### src/rtl/axi_cdc_chan_src.sv
// Source (write) half of a gray-pointer clock-domain-crossing FIFO for one AXI channel.
// Defining AXI_CDC_CHAN_SRC_FILL_LEVEL_EN adds the src_fill_o occupancy output.
module axi_cdc_chan_src #(
    parameter type         chan_t     = logic,
    parameter int unsigned LogDepth   = 1,
    parameter int unsigned SyncStages = 2
) (
    input  logic                          src_clk_i,
    input  logic                          src_rst_ni,
    input  chan_t                         src_data_i,
    input  logic                          src_valid_i,
    output logic                          src_ready_o,
    output chan_t [2**LogDepth-1:0]       async_data_o,
    output logic  [LogDepth:0]            async_wptr_o,
    input  logic  [LogDepth:0]            async_rptr_i
`ifdef AXI_CDC_CHAN_SRC_FILL_LEVEL_EN
    ,
    output logic  [LogDepth:0]            src_fill_o
`endif
);

    localparam int unsigned Depth = 2**LogDepth;

    // Valid/ready: a beat transfers on the rising edge where src_valid_i && src_ready_o.
    // src_ready_o is derived from flops only and never looks at src_valid_i.
    logic                                push;
    logic                                full;
    logic [LogDepth:0]                   wptr_bin_q, wptr_bin_d;
    logic [LogDepth:0]                   wptr_gray_q, wptr_gray_d;
    chan_t [Depth-1:0]                   data_q, data_d;
    logic [SyncStages-1:0][LogDepth:0]   rptr_sync_q, rptr_sync_d;
    logic [LogDepth:0]                   rptr_sync;
    logic [LogDepth:0]                   rptr_flip;

    assign rptr_sync = rptr_sync_q[SyncStages-1];

    // Full when the write pointer is exactly one lap ahead: gray top two bits inverted.
    always_comb begin
        rptr_flip             = rptr_sync;
        rptr_flip[LogDepth]   = ~rptr_sync[LogDepth];
        rptr_flip[LogDepth-1] = ~rptr_sync[LogDepth-1];
    end

    assign full        = (wptr_gray_q == rptr_flip);
    assign src_ready_o = !full;
    assign push        = src_valid_i && src_ready_o;

    always_comb begin
        wptr_bin_d  = wptr_bin_q;
        wptr_gray_d = wptr_gray_q;
        data_d      = data_q;
        if (push) begin
            wptr_bin_d  = wptr_bin_q + 1'b1;
            wptr_gray_d = (wptr_bin_d >> 1) ^ wptr_bin_d;
            data_d[wptr_bin_q[LogDepth-1:0]] = src_data_i;
        end
        rptr_sync_d = {rptr_sync_q[SyncStages-2:0], async_rptr_i};
    end

    always_ff @(posedge src_clk_i or negedge src_rst_ni) begin
        if (!src_rst_ni) begin
            wptr_bin_q  <= '0;
            wptr_gray_q <= '0;
            data_q      <= '0;
            rptr_sync_q <= '0;
        end else begin
            wptr_bin_q  <= wptr_bin_d;
            wptr_gray_q <= wptr_gray_d;
            data_q      <= data_d;
            rptr_sync_q <= rptr_sync_d;
        end
    end

    assign async_data_o = data_q;
    assign async_wptr_o = wptr_gray_q;

`ifdef AXI_CDC_CHAN_SRC_FILL_LEVEL_EN
    function automatic logic [LogDepth:0] gray2bin(input logic [LogDepth:0] g);
        logic [LogDepth:0] b;
        b = g;
        for (int unsigned i = 1; i <= LogDepth; i++) begin
            b = b ^ (g >> i);
        end
        return b;
    endfunction

    // Pessimistic: the read pointer is stale by the synchronizer latency.
    assign src_fill_o = wptr_bin_q - gray2bin(rptr_sync);
`endif

endmodule

### config.mk
export PLATFORM = sky130hd
export DESIGN_NAME = axi_cdc_chan_src
export DESIGN_NICKNAME = d
export VERILOG_FILES = /design/src/rtl/axi_cdc_chan_src.sv
export SDC_FILE = /design/constraint.sdc
export NUM_CORES = 1
export LEC_CHECK = 0
export ABC_AREA = 1
export CORE_AREA = 2 2 39 41
export CTS_CLUSTER_SIZE = 12
export DETAILED_ROUTE_END_ITERATION = 8
export DIE_AREA = 0 0 41 43
export DONT_BUFFER_PORTS = 1
export PLACE_DENSITY = 0.52
export SYNTH_ARGS = -nofsm -noshare
export SYNTH_HDL_FRONTEND = slang
export SYNTH_SLANG_ARGS = --single-unit
### constraint.sdc
create_clock -name src_clk_i -period 1.35 [get_ports src_clk_i]
set_clock_uncertainty 0.1 [all_clocks]
set_input_delay 0.2025 -clock src_clk_i [delete_from_list [all_inputs] [get_ports src_clk_i]]
set_output_delay 0.2025 -clock src_clk_i [all_outputs]
set_load 0.05 [all_outputs]
== Word level (Yosys, flattened, before mapping) ==
Index checks and enable logic that the tools add are counted.

* Bits in registers: 10
* Bits in latches: 0
* Memory bits (writable): 0
* Bits in read-only memories: 0
* Input port bits: 6
* Output and inout bits: 5
* Word-level logic and storage cells: 18
* Memories kept: 0

* $add $sub $neg: 1
* Multiply operators: 0
* Div/mod/pow operators: 0
* $lt $le $gt $ge: 2
* Equal/unequal tests: 1
* Shift operators: 0
* Muxes and demuxes: 3
* Bitwise gates (word level): 3
* Reduce and logical (&&, ||, !) cells: 3

{| class="wikitable"
|+ Operators with widths
! kind !! number
|-
| $add 2x1->2 const B || 1
|-
| $bwmux 2 || 1
|-
| $eq 2x2->1 || 1
|-
| $logic_and 1x1->1 || 2
|-
| $lt 1x2->1 const B || 1
|-
| $not 1->1 || 2
|-
| $xor 1x2->2 || 1
|-
| $demux 1 s1 || 1
|-
| $ge 1x1->1 const B || 1
|-
| $logic_not 1->1 || 1
|-
| $mux 1 || 1
|}

== Depth between registers and ports, before layout ==
Gate-level depths: netlist of run 1.

* Depth in word-level cells: 5
* Depth in mapped cells: 7
* Depth with buffers taken out: 7

== Least setup slack after synthesis of run 1 ==
No wires, ideal clock.

* Path type: register -> register
* Start: reg wptr_gray_q[0] (netlist: async_wptr_o[0])
* End: reg data_q (netlist bit async_data_o[1])
* Library setup time: 119 ps
* Arrival: 1262 ps
* Required time: 1131 ps
* Path slack: -131 ps
* Cell stages (with the launch flop): 8
* Buffers on the path: 0
* Period minus slack after synthesis: 1481 ps
* Cell sequence: dfrtp_1 inv_1 nand2_1 nand2_1 nand2_4 nand3_1 nand2_1 nand2_1

* Longest elaborated chain between the ends: 3

{| class="wikitable"
|+ RTL lines
! what !! line !! RTL
|-
| from (decl) || 29 || <nowiki>logic [LogDepth:0] wptr_gray_q, wptr_gray_d;</nowiki>
|-
| from (signal assigned) || 68 || <nowiki>wptr_gray_q <= wptr_gray_d;</nowiki>
|-
| $eq 2x2->1 || 44 || <nowiki>assign full = (wptr_gray_q == rptr_flip);</nowiki>
|-
| $logic_not 1->1 || 45 || <nowiki>assign src_ready_o = !full;</nowiki>
|-
| net src_ready_o || 12 || <nowiki>output logic src_ready_o,</nowiki>
|-
| $logic_and 1x1->1 || 46 || <nowiki>assign push = src_valid_i && src_ready_o;</nowiki>
|-
| to (signal assigned) || 69 || <nowiki>data_q <= data_d;</nowiki>
|-
| to (decl) || 30 || <nowiki>chan_t [Depth-1:0] data_q, data_d;</nowiki>
|}

The timed path passes the listed nets, and every way through them passes these cells.
A chain may end at the register's enable or synchronous reset.

==> impl_results.html, run 1 <==
<table>
<tr><th>Metric</th><th>Value</th></tr>
<tr><th colspan="2">Final layout</th></tr>
<tr><td>Non-Filler Instances</td><td>between 70 and 80</td></tr>
<tr><td>Proportion of layout cells with a drive suffix above 1</td><td>0.357</td></tr>
<tr><td>Total Nets Final</td><td>63</td></tr>
<tr><td>Final Cell Area</td><td>about 550 µm²</td></tr>
<tr><td>Count of inserted antenna diode cells</td><td>0</td></tr>
<tr><td>Area growth from synthesis to final layout</td><td>52.6%</td></tr>
<tr><th colspan="2">Setup path</th></tr>
<tr><td>Worst setup path class</td><td>register to output pin</td></tr>
<tr><td>Data required time at the worst endpoint</td><td>approximately 1.1 ns</td></tr>
<tr><td>Worst Setup Start Kind</td><td>register</td></tr>
<tr><td>Cell with the largest stage delay on the worst path</td><td>sky130_fd_sc_hd__dfrtp_1</td></tr>
<tr><td>Peak fanout along the critical path</td><td>4</td></tr>
<tr><td>Sequence of cells on the critical path</td><td>inv_2 -&gt; nand2_2 -&gt; nand2_2 -&gt; nand2_4 -&gt; buf_12</td></tr>
<tr><td>Critical R2R Launch</td><td>wptr_bin_q[1]</td></tr>
<tr><td>Most common cell on crit path</td><td>sky130_fd_sc_hd__nand2_2</td></tr>
<tr><td>Crit path arrival time</td><td>1.07 ns</td></tr>
<tr><td>Slack of the worst reg-to-reg path</td><td>~0.020 ns</td></tr>
<tr><td>RR Endpoint</td><td>async_data_o[1]</td></tr>
<tr><td>Delay of the slowest cell on the worst path</td><td>just over 0.4 ns</td></tr>
<tr><td>Critical path endpoint category</td><td>output pin</td></tr>
<tr><td>R2R depth</td><td>9</td></tr>
<tr><th colspan="2">Routing</th></tr>
<tr><td>Final antenna-violating net count</td><td>0</td></tr>
<tr><td>Number of DRC violations after detailed-routing iteration 0</td><td>2</td></tr>
<tr><td>Total number of vias</td><td>between 300 and 400</td></tr>
<tr><td>Drt first pass iters</td><td>2</td></tr>
<tr><td>Routed wire per std cell</td><td>10.3 µm</td></tr>
<tr><td>Count of unresolved DRC violations after routing</td><td>0</td></tr>
<tr><td>Via density per instance</td><td>4.31</td></tr>
<tr><td>Post-detailed-routing wire length</td><td>~740 µm</td></tr>
<tr><th colspan="2">Floorplanning</th></tr>
<tr><td>IO Pins</td><td>11</td></tr>
<tr><td>Starting utilization of the core area</td><td>0.261</td></tr>
<tr><td>Floorplan die area</td><td>1760 µm²</td></tr>
<tr><td>Vert. Die Dim</td><td>43 µm</td></tr>
<tr><td>Core area</td><td>1380 µm²</td></tr>
<tr><td>Die outline width</td><td>between 40 and 50 µm</td></tr>
<tr><td>Placement row count</td><td>14</td></tr>
<tr><th colspan="2">Synth</th></tr>
<tr><td>Cell count after synthesis</td><td>38</td></tr>
<tr><td>Most used standard cell by instance count after synthesis</td><td>sky130_fd_sc_hd__nand2_1</td></tr>
<tr><td>Top cells by count, synth</td><td>sky130_fd_sc_hd__nand2_1 (14), sky130_fd_sc_hd__dfrtp_1 (9), sky130_fd_sc_hd__inv_1 (5)</td></tr>
<tr><td>Netlist Area Pre-Place</td><td>around 360 µm²</td></tr>
<tr><td>Area fraction of the dominant cell type after synthesis</td><td>0.623</td></tr>
<tr><td>Number of flops mapped to enable cells by yosys</td><td>0</td></tr>
<tr><td>Synthesized area divided by synthesized cell count</td><td>between 9 and 10 µm²</td></tr>
<tr><td>Top cells by area in the synthesized netlist</td><td>sky130_fd_sc_hd__dfrtp_1 (62%), sky130_fd_sc_hd__nand2_1 (15%), sky130_fd_sc_hd__inv_1 (5.2%)</td></tr>
<tr><td>Sequential fraction of the synthesis area</td><td>0.623</td></tr>
<tr><td>Distinct cells, synth</td><td>9</td></tr>
<tr><td>Total of warnings raised by yosys</td><td>0</td></tr>
<tr><td>Post-synthesis sequential element count</td><td>9</td></tr>
<tr><td>Ys async rst share</td><td>1.00</td></tr>
<tr><td>Most used DFF post-synth</td><td>sky130_fd_sc_hd__dfrtp_1</td></tr>
<tr><td>Library cell with the largest summed area after synthesis</td><td>sky130_fd_sc_hd__dfrtp_1</td></tr>
<tr><td>Net count after synthesis</td><td>44</td></tr>
<tr><th colspan="2">Placed design</th></tr>
<tr><td>Cell area after placement</td><td>410 µm²</td></tr>
<tr><td>Post-detail-place hpwl</td><td>about 430 µm</td></tr>
<tr><td>Post-Place Worst Slack</td><td>0.175 ns</td></tr>
<tr><td>Number of buffers inserted by port buffering</td><td>0</td></tr>
<tr><td>Placer congestion estimate</td><td>roughly 0.62</td></tr>
<tr><td>Inst Count DP</td><td>56</td></tr>
<tr><th colspan="2">Clocking</th></tr>
<tr><td>Clk_lat worst skew</td><td>0.26 ns</td></tr>
<tr><td>Clock tree from TritonCTS</td><td>done</td></tr>
<tr><td>Clock slew at reported path FFs</td><td>approximately 0.060 ns</td></tr>
<tr><td>Count of H-tree levels built during CTS</td><td>1</td></tr>
<tr><td>Buffer depth of the longest clock path</td><td>2</td></tr>
<tr><td>Number of sinks driven by the clock tree</td><td>9</td></tr>
<tr><td>Root Driver</td><td>sky130_fd_sc_hd__clkbuf_4</td></tr>
<tr><td>TritonCTS buffer count</td><td>3</td></tr>
<tr><th colspan="2">Timing</th></tr>
<tr><td>Final-report setup violation count</td><td>1</td></tr>
<tr><td>PnR worst setup slack</td><td>-0.0194 ns</td></tr>
<tr><td>Post-route worst hold slack</td><td>between 0.05 and 0.06 ns</td></tr>
<tr><td>Max Transition Viols Final</td><td>0</td></tr>
<tr><td>Final Hold Violating Endpoints</td><td>0</td></tr>
<tr><td>Transition at the pin with the smallest max-transition slack</td><td>just under 0.5 ns</td></tr>
<tr><td>Final period util</td><td>1.01</td></tr>
<tr><td>Minimum period implied by the final worst setup slack</td><td>between 1 and 1.5 ns</td></tr>
<tr><td>RSZ-0062 raised after global routing</td><td>yes</td></tr>
<tr><td>Worst max-slew margin expressed relative to the limit</td><td>0.673</td></tr>
<tr><td>Max frequency</td><td>730 MHz</td></tr>
<tr><th colspan="2">GRT</th></tr>
<tr><td>Total grt overflow</td><td>0</td></tr>
<tr><td>Vias in the first global route</td><td>between 200 and 300</td></tr>
<tr><td>Tot GR Track Use</td><td>0.0904</td></tr>
<tr><td>Largest net degree at the start of global routing</td><td>10</td></tr>
<tr><td>Global-route wire length before repair</td><td>roughly 1.0 mm</td></tr>
<tr><td>Antenna violations before repair</td><td>0</td></tr>
<tr><th colspan="2">Power</th></tr>
<tr><td>Leak</td><td>around 0.29 nW</td></tr>
<tr><td>P per Cell Area</td><td>2430 nW/µm²</td></tr>
<tr><td>Maximum ir drop on the vdd rail</td><td>between 1 and 1.5 mV</td></tr>
<tr><th colspan="2">Worst hold path</th></tr>
<tr><td>Min-delay worst type</td><td>primary input to register</td></tr>
<tr><td>Endpoint of the worst hold path</td><td>wptr_bin_q[1]</td></tr>
<tr><td>Startpoint of the lowest-slack hold path</td><td>src_valid_i</td></tr>
<tr><td>Number of cells traversed by the worst hold path</td><td>3</td></tr>
<tr><th colspan="2">Run status</th></tr>
<tr><td>Result of the run</td><td>finished with violations</td></tr>
<tr><td>Violated checks</td><td>setup timing</td></tr>
<tr><th colspan="2">Job</th></tr>
<tr><td>Max capacitance violation total</td><td>0</td></tr>
</table>
-- metrics by stage --
| stage | setup TNS [ns] | util | power, mW |
|---|---|---|---|
| floorplan | 0 | - | 0.855 |
| global placement | 0 | 0.297 | 0.971 |
| global route | -0.201 | 0.399 | 1.42 |
| detailed placement | 0 | 0.297 | 0.975 |
| CTS | -0.0259 | 0.372 | 1.27 |
| finish | -0.0194 | 0.399 | 1.34 |
-- how the worst max path moves through the flow --
stage / slack [ns] / cells after the start / endpoint / start
floorplan: 0.01 / 7 / async_data_o[1] / async_wptr_o[0]
global placement: 0.19 / 5 / src_ready_o / wptr_bin_q[1]
detailed placement: 0.18 / 5 / src_ready_o / wptr_bin_q[1]
CTS: -0.03 / 5 / src_ready_o / wptr_bin_q[1]
global route: -0.08 / 5 / src_ready_o / wptr_bin_q[1]
finish: -0.02 / 5 / src_ready_o / wptr_bin_q[1]
-- what timing repair did --
| action | in CTS | in global routing |
|---|---|---|
| buffers inserted | 3 | 3 |
| pin swaps | 2 | 1 |
| hold buffers | 5 | 1 |
| hold endpoints to repair | 15 | 1 |
| gates resized for setup | 3 | 1 |
| setup endpoints to repair | 1 | 1 |
-- cell families (layout without fill, tap and decap cells) --
family                 Yosys count  count (layout)  share of synthesized area
buffers and inverters            6              24                     0.0727
and+or+nand+nor                 22              22                      0.291
DFF                              9               9                      0.623
AOI/OAI and AO/OA                1               1                     0.0138
-- final cells by class --
cell class | instances | area [µm²]
timing repair buffer | 15 | 140
tap | 16 | 20.0
sequential | 9 | 226
multi-input combinational | 23 | 120
fill | 141 | 832
clock buffer | 4 | 26.3
inverter | 5 | 18.8
-- placed cells by master (no fill, tap or decap), drive strengths merged --
cell and count:
nand2 17, clkbuf 4, dfrtp 9, nand4 3
dlygate4sd3 6, buf 9, inv 5, nand3 2
o21ai 1
-- sequential cells by signal (all words and copies together), names as in the netlist --
register	count
async_data_o	2
async_wptr_o	1
rptr_sync	2
rptr_sync_d	2
wptr_bin_q	2
-- layer usage --
layer | global-route usage | vias up | part of all wire
met5 | 0 | - | 0
met4 | 0.0800 | 0 | 0.0094
met3 | 0.0157 | 2 | 0.026
met2 | 0.141 | 6 | 0.57
met1 | 0.0970 | 145 | 0.40
li1 | - | 157 | -
-- where the power goes --
group | internal [mW] | leakage (nW) | switching [mW]
Sequential | 0.351 | 0.107 | 0.173
Combinational | 0.265 | 0.166 | 0.345
Clock | 0.114 | 0.0150 | 0.0924
Total | 0.730 | 0.288 | 0.611
-- critical path: cells and delay by family, from the launching register on --
family,cells,cell delay (ns)
buf+inv,2,0.22
flops,1,0.41
simple gates,3,0.17
Power figures use the tool's default switching activity.
==> run 2: changes to the inputs <==
- PLACE_DENSITY: 0.52 -> default
==> run 2 against run 1 <==
The run still ends with setup timing left. Clock power about the same. Sequential share of layout area decreased by 0.73 points. Routed wire length decreased by 3.0%. Sequential power about the same. Combinational power increased by 9.5%. Global-route usage increased by 0.89 points. Register-to-register slack got worse by 0.03 ns. Worst setup slack got worse by 0.0056 ns. Flip-flop and latch count unchanged. Critical endpoint unchanged.
==> impl_results.html, run 2 (synthesis results as in run 1) <==
<table>
<tr><th>Metric</th><th>Value</th></tr>
<tr><th colspan="2">GRT</th></tr>
<tr><td>Total grt overflow</td><td>0 (unchanged)</td></tr>
<tr><td>Tot GR Track Use</td><td>0.0994 (+0.00894)</td></tr>
<tr><td>Largest net degree at the start of global routing</td><td>10 (unchanged)</td></tr>
<tr><td>Antenna violations before repair</td><td>0 (unchanged)</td></tr>
<tr><td>Global-route wire length before repair</td><td>1.13 mm (+9.3%)</td></tr>
<tr><td>Vias in the first global route</td><td>314 (+13%)</td></tr>
<tr><th colspan="2">Final layout</th></tr>
<tr><td>Final Cell Area</td><td>562 µm² (+1.8%)</td></tr>
<tr><td>Commonest cells after routing, fill and taps aside</td><td>sky130_fd_sc_hd__nand2_1 (13), sky130_fd_sc_hd__buf_4 (10), sky130_fd_sc_hd__dfrtp_1 (8)</td></tr>
<tr><td>Count of inserted antenna diode cells</td><td>0 (unchanged)</td></tr>
<tr><td>Proportion of layout cells with a drive suffix above 1</td><td>0.379 (+0.0222)</td></tr>
<tr><td>Commonest non-fill, non-tap cell in the layout</td><td>sky130_fd_sc_hd__nand2_1</td></tr>
<tr><td>Area growth from synthesis to final layout</td><td>55.4%</td></tr>
<tr><td>Total Nets Final</td><td>65 (+3.2%)</td></tr>
<tr><td>Final core utilization</td><td>0.406 (+0.00723)</td></tr>
<tr><td>Filler instances</td><td>135 (-4.3%)</td></tr>
<tr><th colspan="2">Clocking</th></tr>
<tr><td>Clk_lat worst skew</td><td>0.26 ns (about the same)</td></tr>
<tr><td>Clock slew at reported path FFs</td><td>0.06 ns (about the same)</td></tr>
<tr><td>Root Driver</td><td>sky130_fd_sc_hd__clkbuf_4</td></tr>
<tr><td>Count of H-tree levels built during CTS</td><td>1 (unchanged)</td></tr>
<tr><td>TritonCTS buffer count</td><td>3 (unchanged)</td></tr>
<tr><td>Number of sinks driven by the clock tree</td><td>9 (unchanged)</td></tr>
<tr><td>Clock tree from TritonCTS</td><td>done</td></tr>
<tr><td>Buffer depth of the longest clock path</td><td>2 (unchanged)</td></tr>
<tr><th colspan="2">Setup path</th></tr>
<tr><td>Worst setup path class</td><td>register to output pin</td></tr>
<tr><td>Sequence of cells on the critical path</td><td>inv_2 -&gt; nand2_2 -&gt; nand2_2 -&gt; nand2_4 -&gt; buf_12</td></tr>
<tr><td>Worst Setup Start Kind</td><td>register</td></tr>
<tr><td>Crit path arrival time</td><td>1.07 ns (about the same)</td></tr>
<tr><td>Number of buffer and inverter stages on the critical path</td><td>2 (unchanged)</td></tr>
<tr><td>CP top delay family</td><td>flip-flops</td></tr>
<tr><td>Delay of the slowest cell on the worst path</td><td>0.42 ns (about the same)</td></tr>
<tr><td>Most common cell on crit path</td><td>sky130_fd_sc_hd__nand2_2</td></tr>
<tr><td>Critical path endpoint category</td><td>output pin</td></tr>
<tr><td>Cell with the largest stage delay on the worst path</td><td>sky130_fd_sc_hd__dfrtp_1</td></tr>
<tr><td>Peak fanout along the critical path</td><td>4 (unchanged)</td></tr>
<tr><td>Data required time at the worst endpoint</td><td>1.05 ns (about the same)</td></tr>
<tr><th colspan="2">Timing</th></tr>
<tr><td>Max frequency</td><td>727 MHz (-0.41%)</td></tr>
<tr><td>RSZ-0062 raised after global routing</td><td>yes</td></tr>
<tr><td>Transition at the pin with the smallest max-transition slack</td><td>0.473 ns (-0.0175 ns)</td></tr>
<tr><td>Final Hold Violating Endpoints</td><td>0 (unchanged)</td></tr>
<tr><td>Worst max-slew margin expressed relative to the limit</td><td>0.685 (+0.0117)</td></tr>
<tr><td>Minimum period implied by the final worst setup slack</td><td>1.37 ns (+0.00558 ns)</td></tr>
<tr><td>Post-route worst hold slack</td><td>0.0516 ns (-0.000481 ns)</td></tr>
<tr><td>PnR worst setup slack</td><td>-0.0249 ns (-0.00558 ns)</td></tr>
<tr><td>Final-report setup violation count</td><td>2 (+1)</td></tr>
<tr><td>Final period util</td><td>1.02 (+0.00413)</td></tr>
<tr><td>Max Transition Viols Final</td><td>0 (unchanged)</td></tr>
<tr><th colspan="2">Routing</th></tr>
<tr><td>Post-route met1 wirelength</td><td>314 µm (+7.2%)</td></tr>
<tr><td>Highest routed layer</td><td>met4</td></tr>
<tr><td>Total number of vias</td><td>314 (+1.3%)</td></tr>
<tr><td>Final antenna-violating net count</td><td>0 (unchanged)</td></tr>
<tr><td>Metal3 WL</td><td>59 µm (+210%)</td></tr>
<tr><td>Drt first pass iters</td><td>2 (unchanged)</td></tr>
<tr><td>Number of DRC violations after detailed-routing iteration 0</td><td>5 (+3)</td></tr>
<tr><td>Count of unresolved DRC violations after routing</td><td>0 (unchanged)</td></tr>
<tr><td>Via density per instance</td><td>4.24 (-1.4%)</td></tr>
<tr><td>Post-detailed-routing wire length</td><td>719 µm (-3.0%)</td></tr>
<tr><td>Routed wire per std cell</td><td>9.72 µm (-5.6%)</td></tr>
<tr><td>Routed wl met2</td><td>335 µm (-20%)</td></tr>
<tr><th colspan="2">Floorplanning</th></tr>
<tr><td>Starting utilization of the core area</td><td>0.261 (unchanged)</td></tr>
<tr><td>Core area</td><td>1380 µm² (unchanged)</td></tr>
<tr><td>Vert. Die Dim</td><td>43 µm (unchanged)</td></tr>
<tr><td>Placement row count</td><td>14 (unchanged)</td></tr>
<tr><td>IO Pins</td><td>11 (unchanged)</td></tr>
<tr><td>Die outline width</td><td>41 µm (unchanged)</td></tr>
<tr><td>Floorplan die area</td><td>1760 µm² (unchanged)</td></tr>
<tr><th colspan="2">Placed design</th></tr>
<tr><td>Post-Place Worst Slack</td><td>0.174 ns (-0.000870 ns)</td></tr>
<tr><td>Placer congestion estimate</td><td>0.631 (+2.5%)</td></tr>
<tr><td>Cell area after placement</td><td>410 µm² (unchanged)</td></tr>
<tr><td>Post-detail-place hpwl</td><td>471 µm (+8.6%)</td></tr>
<tr><td>Number of buffers inserted by port buffering</td><td>0 (unchanged)</td></tr>
<tr><th colspan="2">Job</th></tr>
<tr><td>Max capacitance violation total</td><td>0 (unchanged)</td></tr>
<tr><th colspan="2">Run status</th></tr>
<tr><td>Violated checks</td><td>setup timing</td></tr>
<tr><td>Result of the run</td><td>finished with violations</td></tr>
<tr><th colspan="2">Power</th></tr>
<tr><td>Maximum ir drop on the vdd rail</td><td>0.748 mV (-25%)</td></tr>
<tr><td>Leak</td><td>0.300 nW (+4.4%)</td></tr>
<tr><td>Total power</td><td>1.40 mW (+4.2%)</td></tr>
<tr><td>P per Cell Area</td><td>2490 nW/µm² (+2.3%)</td></tr>
<tr><th colspan="2">Worst hold path</th></tr>
<tr><td>Min-delay worst type</td><td>primary input to register</td></tr>
</table>
run 2: cell count changes in the layout (fill, tap and decap cells not counted), sizes merged:
cell	change
buf	+3
clkbuf	-1
dlygate4sd3	-1
clkinv	+1
run 2: through the flow:
stage | std cells | setup TNS, ns
after floorplan | 38 | 0
after global placement | 56 | 0
after detailed placement | 56 | 0
after CTS | 74 | -0.0468
after global routing | 74 | -0.142
final | 74 | -0.0356
run 2: timing repair:
item                                    CTS  global route
gates resized for setup                   1             2
hold buffers                              5             0
cloned                                    0             0
endpoints found under the hold margin    16             0
pin swaps                                 4             2
endpoints found under the setup margin    1             3
buffers inserted                          9             0
run 2: tightest hold or removal path, stage by stage:
cell	delay, ns
sky130_fd_sc_hd__nand3_1	0.07
sky130_fd_sc_hd__nand2_1	0.05
sky130_fd_sc_hd__nand2_1	0.05
run 2: layer usage:
layer  global-route usage  vias up
li1                     -      158
met5                    0        -
met2                0.147        8
met3               0.0366        2
met1                0.106      146
met4               0.0800        0
run 2: final timing paths:
| path | to | depth (start not counted) | slack [ns] | startpoint |
|---|---|---|---|---|
| hold / removal | wptr_bin_q[1] | 3 | 0.05 | src_valid_i |
| setup reg to reg | wptr_bin_q[1] | 8 | -0.01 | wptr_bin_q[1] |
| setup / recovery | src_ready_o | 5 | -0.02 | wptr_bin_q[1] |
| min in group asynchronous | rptr_sync[0] | 1 | 0.21 | src_rst_ni |
| hold reg to reg | rptr_sync[0] | 0 | 0.25 | rptr_sync_d[2] |
| max in group asynchronous | async_wptr_o[0] | 1 | 0.63 | src_rst_ni |
run 2: final cells by class:
cell class                      count  area (µm²)  share of cell area
Tap cell                           16        20.0              0.0356
Sequential cell                     9         226               0.403
Clock inverter                      1        5.00             0.00891
Multi-Input combinational cell     23         113               0.200
Clock buffer                        3        22.5              0.0401
Inverter                            5        18.8              0.0334
Timing Repair Buffer               17         156               0.278
run 2: report_power, final:
part	internal, mW	switching [mW]	leakage [nW]	total [mW]
sequential	0.351	0.170	0.107	0.521
combinational	0.323	0.346	0.176	0.669
clock	0.109	0.0981	0.0177	0.207
total	0.783	0.614	0.300	1.40
==> run 3: changes to the inputs <==
- clock period: 1.35 -> 1.7 ns (I/O delays scaled with it)
==> run 3 against run 2 <==
The run now ends clean. Core utilization decreased by 7.0 points. First-iteration DRC count increased to 2.8 times the previous value. Sequential share of layout area increased by 8.1 points. Clock-buffer cell count increased by 1. Flip-flop and latch count unchanged. Non-clock buffer count decreased by 11. Global-route usage decreased by 1.1 points. Clock power decreased by 27%. Cell area decreased by 17%. Die area unchanged. Critical path type unchanged. Largest power group is now registers.
==> impl_results.html, run 3 (synthesis results as in run 1) <==
<table>
<tr><th>Metric</th><th>Value</th></tr>
<tr><th colspan="2">Power</th></tr>
<tr><td>Maximum ir drop on the vdd rail</td><td>0.457 mV (-39%)</td></tr>
<tr><td>P per Cell Area</td><td>2000 nW/µm² (-20%)</td></tr>
<tr><td>Leak</td><td>0.247 nW (-18%)</td></tr>
<tr><td>Total power</td><td>0.931 mW (-33%)</td></tr>
<tr><th colspan="2">Final layout</th></tr>
<tr><td>Total Nets Final</td><td>54 (-17%)</td></tr>
<tr><td>Commonest cells after routing, fill and taps aside</td><td>sky130_fd_sc_hd__nand2_1 (14), sky130_fd_sc_hd__dfrtp_1 (9), sky130_fd_sc_hd__inv_1 (5)</td></tr>
<tr><td>Filler instances</td><td>144 (+6.7%)</td></tr>
<tr><td>Commonest non-fill, non-tap cell in the layout</td><td>sky130_fd_sc_hd__nand2_1</td></tr>
<tr><td>Area growth from synthesis to final layout</td><td>28.7%</td></tr>
<tr><td>Proportion of layout cells with a drive suffix above 1</td><td>0.191 (-0.188)</td></tr>
<tr><td>Count of inserted antenna diode cells</td><td>0 (unchanged)</td></tr>
<tr><th colspan="2">Clocking</th></tr>
<tr><td>Number of sinks driven by the clock tree</td><td>9 (unchanged)</td></tr>
<tr><td>Count of H-tree levels built during CTS</td><td>1 (unchanged)</td></tr>
<tr><td>Buffer depth of the longest clock path</td><td>2 (unchanged)</td></tr>
<tr><td>Root Driver</td><td>sky130_fd_sc_hd__clkbuf_4</td></tr>
<tr><td>Clock slew at reported path FFs</td><td>0.06 ns (about the same)</td></tr>
<tr><td>Clk_lat worst skew</td><td>0.24 ns (-0.02 ns)</td></tr>
<tr><td>TritonCTS buffer count</td><td>3 (unchanged)</td></tr>
<tr><td>Clock tree from TritonCTS</td><td>done</td></tr>
<tr><th colspan="2">Routing</th></tr>
<tr><td>Total number of vias</td><td>282 (-10%)</td></tr>
<tr><td>Via density per instance</td><td>4.48 (+5.5%)</td></tr>
<tr><td>Count of unresolved DRC violations after routing</td><td>0 (unchanged)</td></tr>
<tr><td>Number of DRC violations after detailed-routing iteration 0</td><td>14 (+9)</td></tr>
<tr><td>Final antenna-violating net count</td><td>0 (unchanged)</td></tr>
<tr><td>Routed wire per std cell</td><td>9.76 µm (+0.47%)</td></tr>
<tr><td>Post-detailed-routing wire length</td><td>615 µm (-14%)</td></tr>
<tr><td>Drt first pass iters</td><td>4 (+2)</td></tr>
<tr><th colspan="2">Timing</th></tr>
<tr><td>Final Hold Violating Endpoints</td><td>0 (unchanged)</td></tr>
<tr><td>Max frequency</td><td>around 670 MHz</td></tr>
<tr><td>Final-report setup violation count</td><td>0 (-2)</td></tr>
<tr><td>RSZ-0062 raised after global routing</td><td>no</td></tr>
<tr><td>Max Transition Viols Final</td><td>0 (unchanged)</td></tr>
<tr><td>Total Negative Setup Slacks</td><td>0 ns (+0.0356 ns)</td></tr>
<tr><td>Worst max-slew margin expressed relative to the limit</td><td>0.677 (-0.00752)</td></tr>
<tr><td>Final period util</td><td>0.877</td></tr>
<tr><td>Minimum period implied by the final worst setup slack</td><td>between 1 and 1.5 ns</td></tr>
<tr><td>Transition at the pin with the smallest max-transition slack</td><td>0.484 ns (+0.0113 ns)</td></tr>
<tr><th colspan="2">Floorplanning</th></tr>
<tr><td>IO Pins</td><td>11 (unchanged)</td></tr>
<tr><td>Vert. Die Dim</td><td>43 µm (unchanged)</td></tr>
<tr><td>Placement row count</td><td>14 (unchanged)</td></tr>
<tr><td>Starting utilization of the core area</td><td>0.261 (unchanged)</td></tr>
<tr><td>Floorplan die area</td><td>1760 µm² (unchanged)</td></tr>
<tr><td>Die outline width</td><td>41 µm (unchanged)</td></tr>
<tr><td>Core area</td><td>1380 µm² (unchanged)</td></tr>
<tr><th colspan="2">GRT</th></tr>
<tr><td>Total grt overflow</td><td>0 (unchanged)</td></tr>
<tr><td>Largest net degree at the start of global routing</td><td>10 (unchanged)</td></tr>
<tr><td>Global-route wire length before repair</td><td>1.02 mm (-9.7%)</td></tr>
<tr><td>Tot GR Track Use</td><td>0.0888 (-0.0106)</td></tr>
<tr><td>Vias in the first global route</td><td>271 (-14%)</td></tr>
<tr><td>Antenna violations before repair</td><td>0 (unchanged)</td></tr>
<tr><th colspan="2">Worst hold path</th></tr>
<tr><td>Startpoint of the lowest-slack hold path</td><td>src_valid_i</td></tr>
<tr><td>Number of cells traversed by the worst hold path</td><td>2 (-1)</td></tr>
<tr><td>Min-delay worst type</td><td>primary input to register</td></tr>
<tr><td>Endpoint of the worst hold path</td><td>async_wptr_o[0]</td></tr>
<tr><th colspan="2">Setup path</th></tr>
<tr><td>Worst Setup Start Kind</td><td>register</td></tr>
<tr><td>Peak fanout along the critical path</td><td>7 (+3)</td></tr>
<tr><td>R2R depth</td><td>7 (-1)</td></tr>
<tr><td>Critical path endpoint category</td><td>output pin</td></tr>
<tr><td>Critical R2R Launch</td><td>wptr_bin_q[1]</td></tr>
<tr><td>Crit path arrival time</td><td>1.14 ns (+0.07 ns)</td></tr>
<tr><td>RR Endpoint</td><td>async_data_o[1]</td></tr>
<tr><td>Worst setup path class</td><td>register to output pin</td></tr>
<tr><td>Slack of the worst reg-to-reg path</td><td>0.52 ns (+0.53 ns)</td></tr>
<tr><td>Data required time at the worst endpoint</td><td>1.34 ns (+0.29 ns)</td></tr>
<tr><th colspan="2">Placed design</th></tr>
<tr><td>Number of buffers inserted by port buffering</td><td>0 (unchanged)</td></tr>
<tr><td>Post-detail-place hpwl</td><td>506 µm (+7.5%)</td></tr>
<tr><td>Placer congestion estimate</td><td>0.552 (-13%)</td></tr>
<tr><th colspan="2">Run status</th></tr>
<tr><td>Result of the run</td><td>completed</td></tr>
<tr><th colspan="2">Job</th></tr>
<tr><td>Max capacitance violation total</td><td>0 (unchanged)</td></tr>
</table>
## run 3: worst max path at each step
stage / start / endpoint / slack (ns) / cells after the start
finish: wptr_bin_q[1] / src_ready_o / 0.21 / 5
global route: wptr_bin_q[1] / src_ready_o / 0.13 / 5
global placement: wptr_bin_q[1] / src_ready_o / 0.49 / 5
detailed placement: wptr_bin_q[1] / src_ready_o / 0.48 / 5
CTS: wptr_bin_q[1] / src_ready_o / 0.20 / 5
floorplan: async_wptr_o[0] / async_data_o[1] / 0.22 / 7
## run 3: area by class of cell
cell class	count	area, µm²	share of cell area
clock buffers	4	26.3	0.0565
well taps	16	20.0	0.0430
inverters	5	18.8	0.0403
flip-flops and latches	9	225	0.484
repair buffers	6	65.1	0.140
multi-input cells	23	110	0.237
## run 3: critical path, cell delays in order, from the launching register on
cell and delay (ns):
sky130_fd_sc_hd__dfrtp_1 0.42, sky130_fd_sc_hd__inv_1 0.09, sky130_fd_sc_hd__nand2_1 0.06, sky130_fd_sc_hd__nand2_2 0.08, sky130_fd_sc_hd__nand2_4 0.08, sky130_fd_sc_hd__buf_12 0.16
## run 3: timing repair
action                    4_1_cts  5_1_grt
resized for setup               0        0
hold endpoints to repair       11        0
hold buffers                    3        0
setup buffers                   0        0
## run 3: layer usage
| layer | global-route usage | part of all wire | vias to the layer above |
|---|---|---|---|
| li1 | - | - | 135 |
| met2 | 0.128 | 0.51 | 7 |
| met4 | 0.0600 | 0.0098 | 0 |
| met5 | 0 | 0 | - |
| met3 | 0.0366 | 0.093 | 2 |
| met1 | 0.102 | 0.38 | 138 |
## run 3: power by group
group	leakage [nW]	total (mW)	switching, mW	internal (mW)
clock network	0.0150	0.152	0.0623	0.0896
registers	0.108	0.415	0.138	0.277
logic	0.124	0.364	0.239	0.125
## run 3: through the flow
stage / cell area (µm²) / worst slack (ns) / utilization / hold WS, ns / instances
finish: 465 / 0.210 / 0.336 / 0.0672 / 63
global route: 465 / 0.135 / 0.336 / 0.0678 / 63
CTS: 465 / 0.204 / 0.336 / 0.0607 / 63
detailed placement: 409 / 0.480 / 0.296 / -0.140 / 56
global placement: 409 / 0.486 / 0.296 / -0.140 / 56
floorplan: 362 / 0.219 / - / -0.141 / 38
